<file path="src/rtl/pwm_duty_ramp_ctrl_if.sv">
// Control-side bundle of the duty ramp sequencer: target/load/estop in, duty/frequency/status out.
interface pwm_duty_ramp_ctrl_if;
  logic [6:0]  target;
  logic        load;
  logic        estop;
  logic [6:0]  duty;
  logic [13:0] pwm_freq;
  logic        busy;
  logic        done;

  modport master (
    output target, load, estop,
    input  duty, pwm_freq, busy, done
  );

  modport slave (
    input  target, load, estop,
    output duty, pwm_freq, busy, done
  );
endinterface

</file>
<file path="src/rtl/pwm_duty_ramp_ctrl.sv">
// Soft-start/soft-stop sequencer: slews the PWM duty toward a latched target in fixed steps at a
// fixed tick rate, with an emergency stop that forces duty to zero.
module pwm_duty_ramp_ctrl #(
  parameter int unsigned SYS_CLK_FREQ = 125_000_000,
  parameter int unsigned STEP_CLKS    = SYS_CLK_FREQ / 100,
  parameter int unsigned STEP         = 1,
  parameter int unsigned DUTY_MAX     = 100,
  parameter int unsigned PWM_FREQ     = 1000
) (
  input logic                  clk,
  input logic                  rstn,
  pwm_duty_ramp_ctrl_if.slave  ctrl
);

  localparam int unsigned CntW    = $clog2(STEP_CLKS);
  localparam logic [6:0]  DutyMax = 7'(DUTY_MAX);
  localparam logic [7:0]  Step8   = 8'(STEP);

  localparam logic [1:0] StIdle     = 2'd0;
  localparam logic [1:0] StRampUp   = 2'd1;
  localparam logic [1:0] StRampDown = 2'd2;
  localparam logic [1:0] StHold     = 2'd3;

  logic [1:0]      state_q, state_d;
  logic [6:0]      duty_q, duty_d;
  logic [6:0]      tgt_q, tgt_d;
  logic [CntW-1:0] cnt_q, cnt_d;
  logic            busy_q, busy_d;
  logic            done_q, done_d;

  logic            tick;
  logic [6:0]      tgt_in;
  logic [7:0]      up_sum, dn_diff;
  logic [6:0]      up_val, dn_val;

  assign tick   = busy_q && (cnt_q == CntW'(STEP_CLKS - 1));
  assign tgt_in = (ctrl.target > DutyMax) ? DutyMax : ctrl.target;

  // 8-bit arithmetic so duty+STEP cannot wrap before the clamp to the target.
  always_comb begin
    up_sum  = {1'b0, duty_q} + Step8;
    dn_diff = ({1'b0, duty_q} >= Step8) ? ({1'b0, duty_q} - Step8) : 8'd0;
    up_val  = (up_sum > {1'b0, tgt_q}) ? tgt_q : up_sum[6:0];
    dn_val  = (dn_diff < {1'b0, tgt_q}) ? tgt_q : dn_diff[6:0];
  end

  always_comb begin
    state_d = state_q;
    duty_d  = duty_q;
    tgt_d   = tgt_q;
    done_d  = 1'b0;

    if (ctrl.estop) begin
      state_d = StIdle;
      duty_d  = 7'd0;
      tgt_d   = 7'd0;
    end else if (ctrl.load) begin
      tgt_d = tgt_in;
      // A load mid-ramp only re-latches; direction is re-chosen on the following cycle.
      if (state_q == StIdle || state_q == StHold) begin
        if (tgt_in > duty_q) begin
          state_d = StRampUp;
        end else if (tgt_in < duty_q) begin
          state_d = StRampDown;
        end else begin
          done_d = 1'b1;
        end
      end
    end else begin
      case (state_q)
        StRampUp: begin
          if (duty_q > tgt_q) begin
            state_d = StRampDown;
          end else if (duty_q == tgt_q) begin
            done_d  = 1'b1;
            state_d = (tgt_q == 7'd0) ? StIdle : StHold;
          end else if (tick) begin
            duty_d = up_val;
            if (up_val == tgt_q) begin
              done_d  = 1'b1;
              state_d = StHold;
            end
          end
        end
        StRampDown: begin
          if (duty_q < tgt_q) begin
            state_d = StRampUp;
          end else if (duty_q == tgt_q) begin
            done_d  = 1'b1;
            state_d = (tgt_q == 7'd0) ? StIdle : StHold;
          end else if (tick) begin
            duty_d = dn_val;
            if (dn_val == tgt_q) begin
              done_d  = 1'b1;
              state_d = (tgt_q == 7'd0) ? StIdle : StHold;
            end
          end
        end
        default: ;
      endcase
    end

    busy_d = (state_d == StRampUp) || (state_d == StRampDown);
  end

  always_comb begin
    if (ctrl.estop || ctrl.load || !busy_q) begin
      cnt_d = '0;
    end else if (tick) begin
      cnt_d = '0;
    end else begin
      cnt_d = cnt_q + CntW'(1);
    end
  end

  always_ff @(posedge clk or negedge rstn) begin
    if (!rstn) begin
      state_q <= StIdle;
      duty_q  <= 7'd0;
      tgt_q   <= 7'd0;
      cnt_q   <= '0;
      busy_q  <= 1'b0;
      done_q  <= 1'b0;
    end else begin
      state_q <= state_d;
      duty_q  <= duty_d;
      tgt_q   <= tgt_d;
      cnt_q   <= cnt_d;
      busy_q  <= busy_d;
      done_q  <= done_d;
    end
  end

  assign ctrl.duty     = duty_q;
  assign ctrl.busy     = busy_q;
  assign ctrl.done     = done_q;
  assign ctrl.pwm_freq = 14'(PWM_FREQ);

endmodule
</file>
<file path="src/flat_wrapper.sv">
// flat-port wrapper written by rule: the top's interface ports become plain ports
module pwm_duty_ramp_ctrl_flat 
#(
  parameter int unsigned SYS_CLK_FREQ = 125_000_000,
  parameter int unsigned STEP_CLKS    = SYS_CLK_FREQ / 100,
  parameter int unsigned STEP         = 1,
  parameter int unsigned DUTY_MAX     = 100,
  parameter int unsigned PWM_FREQ     = 1000
)
  (clk, rstn, ctrl_target, ctrl_load, ctrl_estop, ctrl_duty, ctrl_pwm_freq, ctrl_busy, ctrl_done);
  pwm_duty_ramp_ctrl_if ctrl_i ();
  input logic clk;
  input logic rstn;
  input wire logic [$bits(ctrl_i.target)-1:0] ctrl_target;
  input wire logic [$bits(ctrl_i.load)-1:0] ctrl_load;
  input wire logic [$bits(ctrl_i.estop)-1:0] ctrl_estop;
  output wire logic [$bits(ctrl_i.duty)-1:0] ctrl_duty;
  output wire logic [$bits(ctrl_i.pwm_freq)-1:0] ctrl_pwm_freq;
  output wire logic [$bits(ctrl_i.busy)-1:0] ctrl_busy;
  output wire logic [$bits(ctrl_i.done)-1:0] ctrl_done;
  assign ctrl_i.target = ctrl_target;
  assign ctrl_i.load = ctrl_load;
  assign ctrl_i.estop = ctrl_estop;
  assign ctrl_duty = ctrl_i.duty;
  assign ctrl_pwm_freq = ctrl_i.pwm_freq;
  assign ctrl_busy = ctrl_i.busy;
  assign ctrl_done = ctrl_i.done;
  pwm_duty_ramp_ctrl #(.SYS_CLK_FREQ(SYS_CLK_FREQ), .STEP_CLKS(STEP_CLKS), .STEP(STEP), .DUTY_MAX(DUTY_MAX), .PWM_FREQ(PWM_FREQ)) u_core (.clk(clk), .rstn(rstn), .ctrl(ctrl_i));
endmodule
</file>
<file path="config.mk">
export PLATFORM = sky130hd
export DESIGN_NAME = pwm_duty_ramp_ctrl_flat
export DESIGN_NICKNAME = d
export VERILOG_FILES = /design/src/rtl/pwm_duty_ramp_ctrl_if.sv /design/src/rtl/pwm_duty_ramp_ctrl.sv /design/src/flat_wrapper.sv
export SDC_FILE = /design/constraint.sdc
export NUM_CORES = 1
export LEC_CHECK = 0
export CORE_MARGIN = 2
export CORE_UTILIZATION = 59
export CTS_CLUSTER_DIAMETER = 120
export CTS_CLUSTER_SIZE = 16
export DETAILED_ROUTE_END_ITERATION = 8
export GPL_ROUTABILITY_DRIVEN = 0
export PLACE_DENSITY = 0.81
export SLEW_MARGIN = 20
export SYNTH_ARGS = -nofsm -noshare
export SYNTH_HDL_FRONTEND = slang
export SYNTH_SLANG_ARGS = --single-unit
</file>
<file path="constraint.sdc">
create_clock -name clk -period 5 [get_ports clk]
set_input_delay 1.5 -clock clk [delete_from_list [all_inputs] [get_ports clk]]
set_output_delay 1.5 -clock clk [all_outputs]
set_load 0.05 [all_outputs]
</file>
# Word-level counts from Yosys, hierarchy flattened
# Index checks and enable logic that the tools add are counted.
classes:
  add_sub_neg: 3
  n_mul: 0
  div: 0
  order_cmp: 8
  eq_ne: 16
  shift: 0
  muxes: 46
  n_bitwise: 0
  n_reduce_logical: 11
op_table:
  columns: ["cell", "n"]
  rows:
  - ["$mux 7", 13]
  - ["$mux 21", 2]
  - ["$mux 2", 14]
  - ["$add 21x1->21 const B", 1]
  - ["$eq 21x21->1 const B", 1]
  - ["$eq 7x7->1", 3]
  - ["$gt 7x7->1", 2]
  - ["$lt 7x7->1", 2]
  - ["$pmux 7 s2", 1]
  - ["$mux 1", 13]
  - ["$ne 3x3->1 const B", 4]
  - ["$add 7x1->8 const B", 1]
  - ["$gt 8x7->1", 1]
  - ["$lt 8x7->1", 1]
  - ["$mux 8", 1]
  - ["$reduce_and 8->1", 1]
  - ["$sub 7x1->8 const B", 1]
  - ["$ge 7x1->1 const B", 1]
  - ["$gt 7x7->1 const B", 1]
  - ["$logic_not 7->1", 1]
  - ["$eq 2x2->1 const B", 3]
  - ["$ne 3x2->1 const B", 2]
  - ["$eq 2x1->1 const B", 2]
  - ["$logic_or 1x1->1", 4]
  - ["8 further kinds", 8]
word_totals:
  reg_bits: 39
  latch_bits: 0
  ramBits: 0
  romBits: 0
  in_bits: 11
  out_inout_bits: 23
  word_cells: 90
  n_memories: 0

# Depth between registers and ports, before layout
# Gate-level depths: netlist of run 1.
depth:
  word_depth: 14
  depth_mapped: 16
  ltp_nobuf: 15

# Worst setup path after synthesis of run 1
# Ideal clock, no wire load.
synth_timing:
  path_kind: "register -> register"
  start: "register u_core.duty_q[0], in the netlist u_core.ctrl.duty[0]"
  end: "register u_core.busy_q, in the netlist u_core.ctrl.busy"
  setup_ns: 0.126
  t_arrival_ns: 4.015
  required_time_ns: 4.874
  setup_slack_ns: 0.859
  stages_incl_launch_ff: 17
  path_buffers: 1
  synth_period_minus_slack_ns: 4.141
  cell_sequence: "dfrtp_1 -> clkbuf_1 -> inv_1 -> ha_1 -> nor3b_2 -> a31o_2 -> a21boi_0 -> inv_1 -> ha_1 -> and3_1 -> a221oi_1 -> o211ai_1 -> o31ai_1 -> nor2b_1 -> o21ai_1 -> a211o_1 -> xor2_1"
synth_via:
  elab_chain_cells: 14
  elab_cells_between_ends: 32
  classes_between: "add/sub: 2; order compare: 7; eq/ne: 5; mux: 17; reduce/logical: 1"
synth_rtl:
  columns: ["element", "line_no", "source"]
  rows:
  - ["start, declared", "pwm_duty_ramp_ctrl.sv:25", "logic [6:0] duty_q, duty_d;"]
  - ["start signal, assigned", "pwm_duty_ramp_ctrl.sv:126", "duty_q <= duty_d;"]
  - ["$sub 7x1->8 or $ge 7x1->1 (tied branches)", "pwm_duty_ramp_ctrl.sv:42", "dn_diff = ({1'b0, duty_q} >= Step8) ? ({1'b0, duty_q} - Step8) : 8'd0;"]
  - ["$mux 8", "pwm_duty_ramp_ctrl.sv:42", null]
  - ["$lt 8x7->1", "pwm_duty_ramp_ctrl.sv:44", "dn_val = (dn_diff < {1'b0, tgt_q}) ? tgt_q : dn_diff[6:0];"]
  - ["$mux 7", "pwm_duty_ramp_ctrl.sv:44", null]
  - ["$eq 7x7->1", "pwm_duty_ramp_ctrl.sv:93", "if (dn_val == tgt_q) begin"]
  - ["$mux 2", "pwm_duty_ramp_ctrl.sv:93", null]
  - ["$mux 2", "pwm_duty_ramp_ctrl.sv:91", "end else if (tick) begin"]
  - ["$mux 2", "pwm_duty_ramp_ctrl.sv:88", "end else if (duty_q == tgt_q) begin"]
  - ["$mux 2", "pwm_duty_ramp_ctrl.sv:86", "if (duty_q < tgt_q) begin"]
  - ["$pmux 2 s2", "pwm_duty_ramp_ctrl.sv:70", "case (state_q)"]
  - ["$mux 2 (*)", "pwm_duty_ramp_ctrl.sv:57", "end else if (ctrl.load) begin"]
  - ["$mux 2 (*)", "pwm_duty_ramp_ctrl.sv:53", "if (ctrl.estop) begin"]
  - ["named net u_core.state_d[0]", "pwm_duty_ramp_ctrl.sv:24", "logic [1:0] state_q, state_d;"]
  - ["$eq 2x1->1 or $eq 2x2->1 (tied branches)", "pwm_duty_ramp_ctrl.sv:103", "busy_d = (state_d == StRampUp) || (state_d == StRampDown);"]
  - ["$logic_or 1x1->1 (*)", "pwm_duty_ramp_ctrl.sv:103", null]
  - ["named net u_core.busy_d", "pwm_duty_ramp_ctrl.sv:28", "logic busy_q, busy_d;"]
  - ["end signal, assigned", "pwm_duty_ramp_ctrl.sv:129", "busy_q <= busy_d;"]
  - ["end, declared", "pwm_duty_ramp_ctrl.sv:28", null]
# Mark *: on every way through the listed nets, which the timed path passes. The rest lies on a longest branch.
# A chain may end at the register's enable or synchronous reset.

# Worst setup path after layout of run 1
layout_timing:
  start: "register u_core.duty_q[1], in the netlist u_core.ctrl.duty[1]"
  end: "register u_core.busy_q, in the netlist u_core.ctrl.busy"
# The elaborated chain is that of the path after synthesis.

==> flow_results.xml, run 1 <==
<?xml version="1.0" encoding="UTF-8"?>
<metrics>
  <group name="global_routing">
    <metric name="globalRouteOverflowTotal" unit="">0</metric>
    <metric name="grt_max_degree" unit="">40</metric>
    <metric name="first_global_vias" unit="">3093</metric>
    <metric name="grt_antenna_before_repair" unit="">0</metric>
    <metric name="grt_util_all_layers" unit="%">28.33</metric>
    <metric name="first_pass_grt_wire_length" unit="mm">14.68</metric>
  </group>
  <group name="clock_network">
    <metric name="ctsHtreeMaxLevel" unit="">2</metric>
    <metric name="clkLatencyLatePin" unit="ns">0.31</metric>
    <metric name="cts_made_buffers" unit="">5</metric>
    <metric name="cts.repair.resized" unit="">0</metric>
    <metric name="root_buffer" unit="">sky130_fd_sc_hd__clkbuf_8</metric>
    <metric name="tritoncts_clock_tree" unit="">built</metric>
    <metric name="cts_hold_buffers" unit="">0</metric>
    <metric name="clock_path_buffers" unit="">2</metric>
    <metric name="clkTransAtPathRegs" unit="ns">0.09</metric>
    <metric name="postCtsSetupRepairBufs" unit="">0</metric>
    <metric name="numClockSinks" unit="">39</metric>
  </group>
  <group name="finish">
    <metric name="syn_to_final_growth" unit="%">7.363</metric>
    <metric name="fin_area" unit="µm²">3886</metric>
    <metric name="num_antenna_cells" unit="">0</metric>
    <metric name="final_common_cell" unit="">sky130_fd_sc_hd__nor2_1</metric>
    <metric name="design.final.nets" unit="">490</metric>
    <metric name="layout-drive-gt1-share" unit="%">6.040</metric>
    <metric name="final_cell_mix" unit="">sky130_fd_sc_hd__nor2_1, sky130_fd_sc_hd__dfrtp_1, sky130_fd_sc_hd__ha_1</metric>
  </group>
  <group name="setup_path">
    <metric name="timing.critical_path.arrival" unit="ns">4.33</metric>
    <metric name="setup.worst_path.start_class" unit="">register</metric>
    <metric name="setup.reg_to_reg.worst_slack" unit="ns">0.86</metric>
    <metric name="cp_class" unit="">register to register</metric>
    <metric name="endpoint_kind" unit="">register</metric>
    <metric name="cp_data_required_time" unit="ns">5.19</metric>
    <metric name="worst-path-max-fanout" unit="">6</metric>
  </group>
  <group name="synth">
    <metric name="synth.distinct_cells" unit="">70</metric>
    <metric name="synth_sequential_area_ratio" unit="%">26.96</metric>
    <metric name="syn_avg_cell_area" unit="µm²">8.245</metric>
    <metric name="synth-async-reset-ratio" unit="%">100.0</metric>
    <metric name="synthesis.instances" unit="">439</metric>
    <metric name="postSynthRegisterBits" unit="">39</metric>
    <metric name="synthesis.yosys.warnings" unit="">0</metric>
    <metric name="post_synth_edffs" unit="">0</metric>
    <metric name="netlist_area" unit="µm²">3620</metric>
    <metric name="yosys_most_used_dff" unit="">sky130_fd_sc_hd__dfrtp_1</metric>
  </group>
  <group name="die">
    <metric name="top_level_ports" unit="">34</metric>
    <metric name="die_width" unit="µm">82.33</metric>
    <metric name="placeableCoreArea" unit="µm²">5921</metric>
    <metric name="placementRows" unit="">28</metric>
    <metric name="floorplan.initialDensity" unit="%">61.14</metric>
    <metric name="dieArea" unit="µm²">6777</metric>
    <metric name="dieHeight" unit="µm">82.33</metric>
  </group>
  <group name="power">
    <metric name="power.density_cell_area" unit="nW/µm²">209.9</metric>
    <metric name="power.ir.vdd_worst" unit="mV">0.2412</metric>
    <metric name="cellLeakagePower" unit="µW">0.001673</metric>
  </group>
  <group name="routing">
    <metric name="count_of_vias_placed_by_the_detailed_router" unit="">3300</metric>
    <metric name="drt_wl_total" unit="mm">9.071</metric>
    <metric name="dr.first_iter.drc_count" unit="">373</metric>
    <metric name="drt.antenna.violating_nets" unit="">0</metric>
    <metric name="post-route-drc-count" unit="">0</metric>
    <metric name="detail_route.vias_per_cell" unit="">6.322</metric>
    <metric name="detailed_router_iteration_count_before_antenna_repair" unit="">5</metric>
    <metric name="wl_per_cell" unit="µm">17.38</metric>
  </group>
  <group name="sta">
    <metric name="clock_skew_after_layout" unit="ns">0.006596</metric>
    <metric name="hold_violations" unit="">0</metric>
    <metric name="relSlewSlack" unit="%">28.35</metric>
    <metric name="setup_violations" unit="">0</metric>
    <metric name="fin_setup_tns" unit="ns">0</metric>
    <metric name="final.min_clock_period" unit="ns">4.138</metric>
    <metric name="clock.fmax" unit="MHz">241.6</metric>
    <metric name="worst-slew-pin-transition" unit="ns">1.068</metric>
    <metric name="timing_max_transition_violations_final" unit="">0</metric>
    <metric name="rsz0062_at_grt" unit="">no</metric>
    <metric name="post-route-period-util" unit="%">82.77</metric>
  </group>
  <group name="job">
    <metric name="cap_violations" unit="">0</metric>
  </group>
  <group name="status">
    <metric name="outcome" unit="">finished clean</metric>
  </group>
  <group name="min_path">
    <metric name="hp-class" unit="">register to register</metric>
  </group>
  <group name="placement">
    <metric name="cell_area_placed" unit="µm²">3774</metric>
    <metric name="hpwl_reported_at_the_end_of_detailed_placement" unit="mm">6.869</metric>
    <metric name="placement.io_buffers" unit="">19</metric>
  </group>
</metrics>
critical path: stages (launching register included):
cell and delay, ns:
sky130_fd_sc_hd__dfrtp_1 0.44, sky130_fd_sc_hd__inv_1 0.15, sky130_fd_sc_hd__ha_1 0.29, sky130_fd_sc_hd__or3b_2 0.53
sky130_fd_sc_hd__or2_4 0.28, sky130_fd_sc_hd__nand2_4 0.08, sky130_fd_sc_hd__inv_4 0.04, sky130_fd_sc_hd__ha_1 0.30
sky130_fd_sc_hd__a21o_1 0.17, sky130_fd_sc_hd__a221oi_1 0.30, sky130_fd_sc_hd__o211ai_1 0.22, sky130_fd_sc_hd__o31ai_1 0.48
sky130_fd_sc_hd__nor2b_1 0.21, sky130_fd_sc_hd__o21ai_1 0.09, sky130_fd_sc_hd__a211o_1 0.30, sky130_fd_sc_hd__xor2_1 0.15
where the power goes:
| part | switching [µW] | total, µW | internal [µW] |
|---|---|---|---|
| Clock | 127 | 275 | 149 |
| Sequential | 15.7 | 340 | 325 |
| Combinational | 136 | 200 | 64.2 |
cell usage after synthesis (7+ instances only):
library cell / n / area, µm²
sky130_fd_sc_hd__o21ai_0: 16 / 80.08
sky130_fd_sc_hd__xnor2_1: 17 / 148.9
sky130_fd_sc_hd__and3_1: 7 / 43.79
sky130_fd_sc_hd__nor2_1: 53 / 198.9
sky130_fd_sc_hd__a21o_1: 7 / 52.55
sky130_fd_sc_hd__inv_1: 26 / 97.59
sky130_fd_sc_hd__dfrtp_1: 39 / 975.9
sky130_fd_sc_hd__nor2b_1: 8 / 50.05
sky130_fd_sc_hd__nor3_1: 11 / 55.05
sky130_fd_sc_hd__xor2_1: 16 / 140.1
sky130_fd_sc_hd__clkbuf_1: 17 / 63.81
sky130_fd_sc_hd__nand4_1: 8 / 50.05
sky130_fd_sc_hd__ha_1: 33 / 412.9
sky130_fd_sc_hd__a211oi_1: 8 / 60.06
sky130_fd_sc_hd__buf_4: 14 / 105.1
sky130_fd_sc_hd__nand3_1: 18 / 90.09
sky130_fd_sc_hd__a21oi_1: 20 / 100.1
sky130_fd_sc_hd__nand2_1: 25 / 93.84
layer usage:
metal	track usage [%]	up-vias	routed length, µm
met5	0	-	0
met4	11.67	0	310
met3	5.978	32	859
met2	42.90	190	3958
met1	39.27	1515	3943
li1	-	1563	-
final timing paths:
check / depth (start not counted) / startpoint / endpoint
worst max register to register: 15 / u_core.ctrl.duty[1] / u_core.ctrl.busy
max in group asynchronous: 1 / rstn / u_core.cnt_q[16]
min in group asynchronous: 1 / rstn / u_core.tgt_q[1]
worst min-delay path: 1 / u_core.cnt_q[0] / u_core.cnt_q[0]
worst min register to register: 1 / u_core.cnt_q[0] / u_core.cnt_q[0]
worst max-delay path: 15 / u_core.ctrl.duty[1] / u_core.ctrl.busy
cell type report:
| class | instances | area, µm² |
|---|---|---|
| clock inverter | 3 | 43.79 |
| sequential | 39 | 975.9 |
| multi-input combinational | 350 | 2385 |
| clock buffer | 5 | 68.82 |
| timing repair buffer | 23 | 215.2 |
| inverter | 27 | 103.9 |
| tap | 75 | 93.84 |
| fill | 519 | 2034 |
logic make-up after synthesis:
logic type	count (synthesis)	share of synthesized area (%)
adder cells (fa/ha/maj)	33	11.41
AO/OA/AOI/OAI	95	18.94
multiplexers	5	1.383
flip-flops	39	26.96
other	2	0.2075
XOR/XNOR	33	7.985
AND/OR/NAND/NOR	170	24.71
buffers and inverters	62	8.399
sequential cells by signal (all words and copies together) (netlist names):
| signal | flops |
|---|---|
| u_core.tgt_q | 7 |
| u_core.ctrl.duty | 7 |
| u_core.cnt_q | 21 |
| u_core.ctrl.done | 1 |
| u_core.ctrl.busy | 1 |
| u_core.state_q | 2 |
per-stage QoR:
| stage | total power (µW) | utilization (%) | setup slack (ns) | std cells | hold slack [ns] |
|---|---|---|---|---|---|
| after global routing | 848.7 | 65.64 | 0.6794 | 522 | 0.5006 |
| after global placement | 538.3 | 63.74 | 0.8569 | 514 | 0.4520 |
| after detailed placement | 542.3 | 63.74 | 0.7575 | 514 | 0.4545 |
| final | 815.8 | 65.64 | 0.8616 | 522 | 0.4633 |
| after floorplan | 496.4 | - | 0.8591 | 451 | 0.4329 |
| after CTS | 814.4 | 65.64 | 0.9788 | 522 | 0.4657 |
Note: power is estimated with default switching activity, not from simulation.
==> inputs of run 2 (changes only) <==
clock period = 4.3 ns   (was 5 ns; I/O delays follow)
==> run 2 against run 1 <==
Compared with the run above:
- sequential power increased by 17%
- sequential share of layout area fell by 0.097 points
- routed wire length decreased by 1.7%
- flip-flop and latch count did not move
- clock power shrank 11%
- global-route usage decreased by 0.10 points
- worst hold slack worse by 0.0038 ns
- critical path type unchanged
==> flow_results.xml, run 2 (synthesized netlist as in run 1, its figures left out) <==
<?xml version="1.0" encoding="UTF-8"?>
<metrics>
  <group name="finish">
    <metric name="num_antenna_cells" unit="">0</metric>
    <metric name="syn_to_final_growth" unit="%">7.777</metric>
    <metric name="design.final.nets" unit="">495</metric>
    <metric name="layout-drive-gt1-share" unit="%">7.080</metric>
    <metric name="final_cell_mix" unit="">sky130_fd_sc_hd__nor2_1, sky130_fd_sc_hd__dfrtp_1, sky130_fd_sc_hd__ha_1</metric>
    <metric name="postLayoutCoreUtil" unit="%">65.89</metric>
    <metric name="final_common_cell" unit="">sky130_fd_sc_hd__nor2_1</metric>
    <metric name="num-fill-cells" unit="">519</metric>
    <metric name="registers.top_by_ff_count" unit="">u_core.cnt_q</metric>
    <metric name="largest_register_ff_count" unit="">21</metric>
  </group>
  <group name="die">
    <metric name="dieHeight" unit="µm">82.33</metric>
    <metric name="floorplan.initialDensity" unit="%">61.14</metric>
    <metric name="placeableCoreArea" unit="µm²">5921</metric>
    <metric name="die_width" unit="µm">82.33</metric>
    <metric name="top_level_ports" unit="">34</metric>
    <metric name="dieArea" unit="µm²">6777</metric>
    <metric name="placementRows" unit="">28</metric>
  </group>
  <group name="setup_path">
    <metric name="cp_common_cell" unit="">sky130_fd_sc_hd__ha_1</metric>
    <metric name="crit_buf_inv" unit="">2</metric>
    <metric name="cells_traversed_along_the_worst_timing_path" unit="">inv_1 &gt; ha_1 &gt; or3b_2 &gt; or2_4 &gt; nand2_4 &gt; inv_4 &gt; ha_1 &gt; a21o_1 &gt; a221oi_1 &gt; o211ai_1 &gt; o31ai_2 &gt; nor2b_1 &gt; o21ai_1 &gt; a211o_1 &gt; xor2_1</metric>
    <metric name="slowest_delay" unit="ns">0.52</metric>
    <metric name="critical_path.top_delay_family" unit="">compound AO/OA/AOI/OAI gates</metric>
    <metric name="endpoint_kind" unit="">register</metric>
    <metric name="worst-path-max-fanout" unit="">6</metric>
    <metric name="timing.critical_path.arrival" unit="ns">4.15</metric>
    <metric name="slowest_stage_cell_on_the_critical_path" unit="">sky130_fd_sc_hd__or3b_2</metric>
    <metric name="cp_data_required_time" unit="ns">4.47</metric>
    <metric name="regToRegEndpoint" unit="">u_core.ctrl.busy</metric>
    <metric name="setup.reg_to_reg.worst_slack" unit="ns">0.32</metric>
    <metric name="regToRegStartpoint" unit="">u_core.ctrl.duty[1]</metric>
    <metric name="timing.reg2reg.worst_path_depth" unit="">15</metric>
    <metric name="setup.worst_path.start_class" unit="">register</metric>
    <metric name="cp_class" unit="">register to register</metric>
  </group>
  <group name="sta">
    <metric name="worst_slack" unit="ns">0.3232</metric>
    <metric name="timing_max_transition_violations_final" unit="">0</metric>
    <metric name="fin_setup_tns" unit="ns">0</metric>
    <metric name="relSlewSlack" unit="%">33.06</metric>
    <metric name="post-route-period-util" unit="%">92.48</metric>
    <metric name="worst-slew-pin-transition" unit="ns">0.9974</metric>
    <metric name="final.min_clock_period" unit="ns">3.977</metric>
    <metric name="rsz0062_at_grt" unit="">no</metric>
    <metric name="hold_violations" unit="">0</metric>
    <metric name="setup_violations" unit="">0</metric>
    <metric name="clock.fmax" unit="MHz">251.5</metric>
    <metric name="clock_skew_after_layout" unit="ns">0.009064</metric>
  </group>
  <group name="global_routing">
    <metric name="first_pass_grt_wire_length" unit="mm">14.56</metric>
    <metric name="first_global_vias" unit="">3043</metric>
    <metric name="grt_max_degree" unit="">40</metric>
    <metric name="grt_antenna_before_repair" unit="">0</metric>
    <metric name="globalRouteOverflowTotal" unit="">0</metric>
    <metric name="grt_util_all_layers" unit="%">28.23</metric>
  </group>
  <group name="clock_network">
    <metric name="ctsHtreeMaxLevel" unit="">2</metric>
    <metric name="clkTransAtPathRegs" unit="ns">0.08</metric>
    <metric name="tritoncts_clock_tree" unit="">built</metric>
    <metric name="cts_made_buffers" unit="">5</metric>
    <metric name="postCtsSetupRepairBufs" unit="">0</metric>
    <metric name="cts_hold_buffers" unit="">0</metric>
    <metric name="root_buffer" unit="">sky130_fd_sc_hd__clkbuf_8</metric>
    <metric name="numClockSinks" unit="">39</metric>
    <metric name="clock_path_buffers" unit="">2</metric>
    <metric name="clkLatencyLatePin" unit="ns">0.29</metric>
    <metric name="cts.repair.resized" unit="">0</metric>
  </group>
  <group name="placement">
    <metric name="pre_cts_slack" unit="ns">0.3078</metric>
    <metric name="hpwl_reported_at_the_end_of_detailed_placement" unit="mm">6.903</metric>
    <metric name="placement.io_buffers" unit="">19</metric>
  </group>
  <group name="routing">
    <metric name="dr.first_iter.drc_count" unit="">309</metric>
    <metric name="detailed_router_iteration_count_before_antenna_repair" unit="">5</metric>
    <metric name="detail_route.vias_per_cell" unit="">6.249</metric>
    <metric name="drt_wl_total" unit="mm">8.917</metric>
    <metric name="wl_per_cell" unit="µm">16.92</metric>
    <metric name="post-route-drc-count" unit="">0</metric>
    <metric name="drt.antenna.violating_nets" unit="">0</metric>
    <metric name="count_of_vias_placed_by_the_detailed_router" unit="">3293</metric>
  </group>
  <group name="job">
    <metric name="cap_violations" unit="">0</metric>
  </group>
  <group name="min_path">
    <metric name="worst_hold_path.num_cells" unit="">1</metric>
    <metric name="hp-class" unit="">register to register</metric>
    <metric name="hold_startpoint" unit="">u_core.cnt_q[0]</metric>
    <metric name="whs_endpoint" unit="">u_core.cnt_q[0]</metric>
  </group>
  <group name="power">
    <metric name="cellLeakagePower" unit="µW">0.001682</metric>
    <metric name="power.ir.vdd_worst" unit="mV">0.3012</metric>
    <metric name="power.density_cell_area" unit="nW/µm²">224.8</metric>
  </group>
  <group name="status">
    <metric name="outcome" unit="">finished clean</metric>
  </group>
</metrics>
run 2: changes by cell type in the layout (fill, tap and decap cells not counted):
cell,previous run,this run
sky130_fd_sc_hd__buf_4,4,9
sky130_fd_sc_hd__bufinv_16,1,0
sky130_fd_sc_hd__clkbuf_1,0,1
sky130_fd_sc_hd__clkinv_4,1,0
sky130_fd_sc_hd__clkinvlp_4,0,1
sky130_fd_sc_hd__o31ai_1,2,1
sky130_fd_sc_hd__o31ai_2,0,1
run 2: power breakdown:
part / leakage [µW] / internal, µW / total (µW) / switching (µW)
combinational: 0.00110 / 76.6 / 236 / 159
clock: 0.0000412 / 113 / 244 / 131
sequential: 0.000538 / 378 / 397 / 19.3
run 2: layout make-up:
cell class / instances / area (µm²) / area share (%)
clock buffer: 6 / 72.57 / 1.860
clock inverter: 2 / 12.51 / 0.3207
inverter: 27 / 103.9 / 2.662
multi-input combinational: 350 / 2390 / 61.26
sequential: 39 / 975.9 / 25.02
tap: 75 / 93.84 / 2.405
timing repair buffer: 28 / 252.7 / 6.479
run 2: worst max path at each step:
stage	endpoint	start	slack [ns]	cells after the start
2_1_floorplan	u_core.ctrl.busy	u_core.ctrl.duty[0]	0.16	16
3_3_place_gp	u_core.ctrl.busy	ctrl_target[5]	0.41	13
3_5_place_dp	u_core.ctrl.busy	u_core.ctrl.duty[0]	0.31	15
4_1_cts	u_core.ctrl.busy	u_core.ctrl.duty[0]	0.28	15
5_1_grt	u_core.ctrl.busy	u_core.ctrl.duty[1]	0.09	15
6_report	u_core.ctrl.busy	u_core.ctrl.duty[1]	0.32	15
run 2: metal layers:
layer	vias to the layer above	share of wire [%]	global-route usage (%)
met3	32	8.2	5.652
li1	1564	-	-
met5	-	0	0
met2	174	44	42.50
met1	1523	45	40.01
met4	0	2.9	10.50
run 2: worst register-to-register path: cells and delay by family (launching register included):
kind / cells / cell delay [ns]
AO/OA/AOI/OAI: 6 / 1.45
XOR/XNOR: 1 / 0.15
adder cells (fa/ha/maj): 2 / 0.57
buffers and inverters: 2 / 0.19
flip-flops: 1 / 0.45
AND/OR/NAND/NOR: 4 / 1.05
run 2: per-stage QoR:
stage / std cells / total power (µW) / area (µm²) / hold WS (ns)
final: 527 / 877.0 / 3901 / 0.4595
after global routing: 527 / 918.7 / 3901 / 0.4843
after CTS: 527 / 876.5 / 3896 / 0.4666
after detailed placement: 519 / 634.5 / 3811 / 0.4566
after global placement: 519 / 628.5 / 3811 / 0.4506
after floorplan: 451 / 577.2 / 3665 / 0.4329
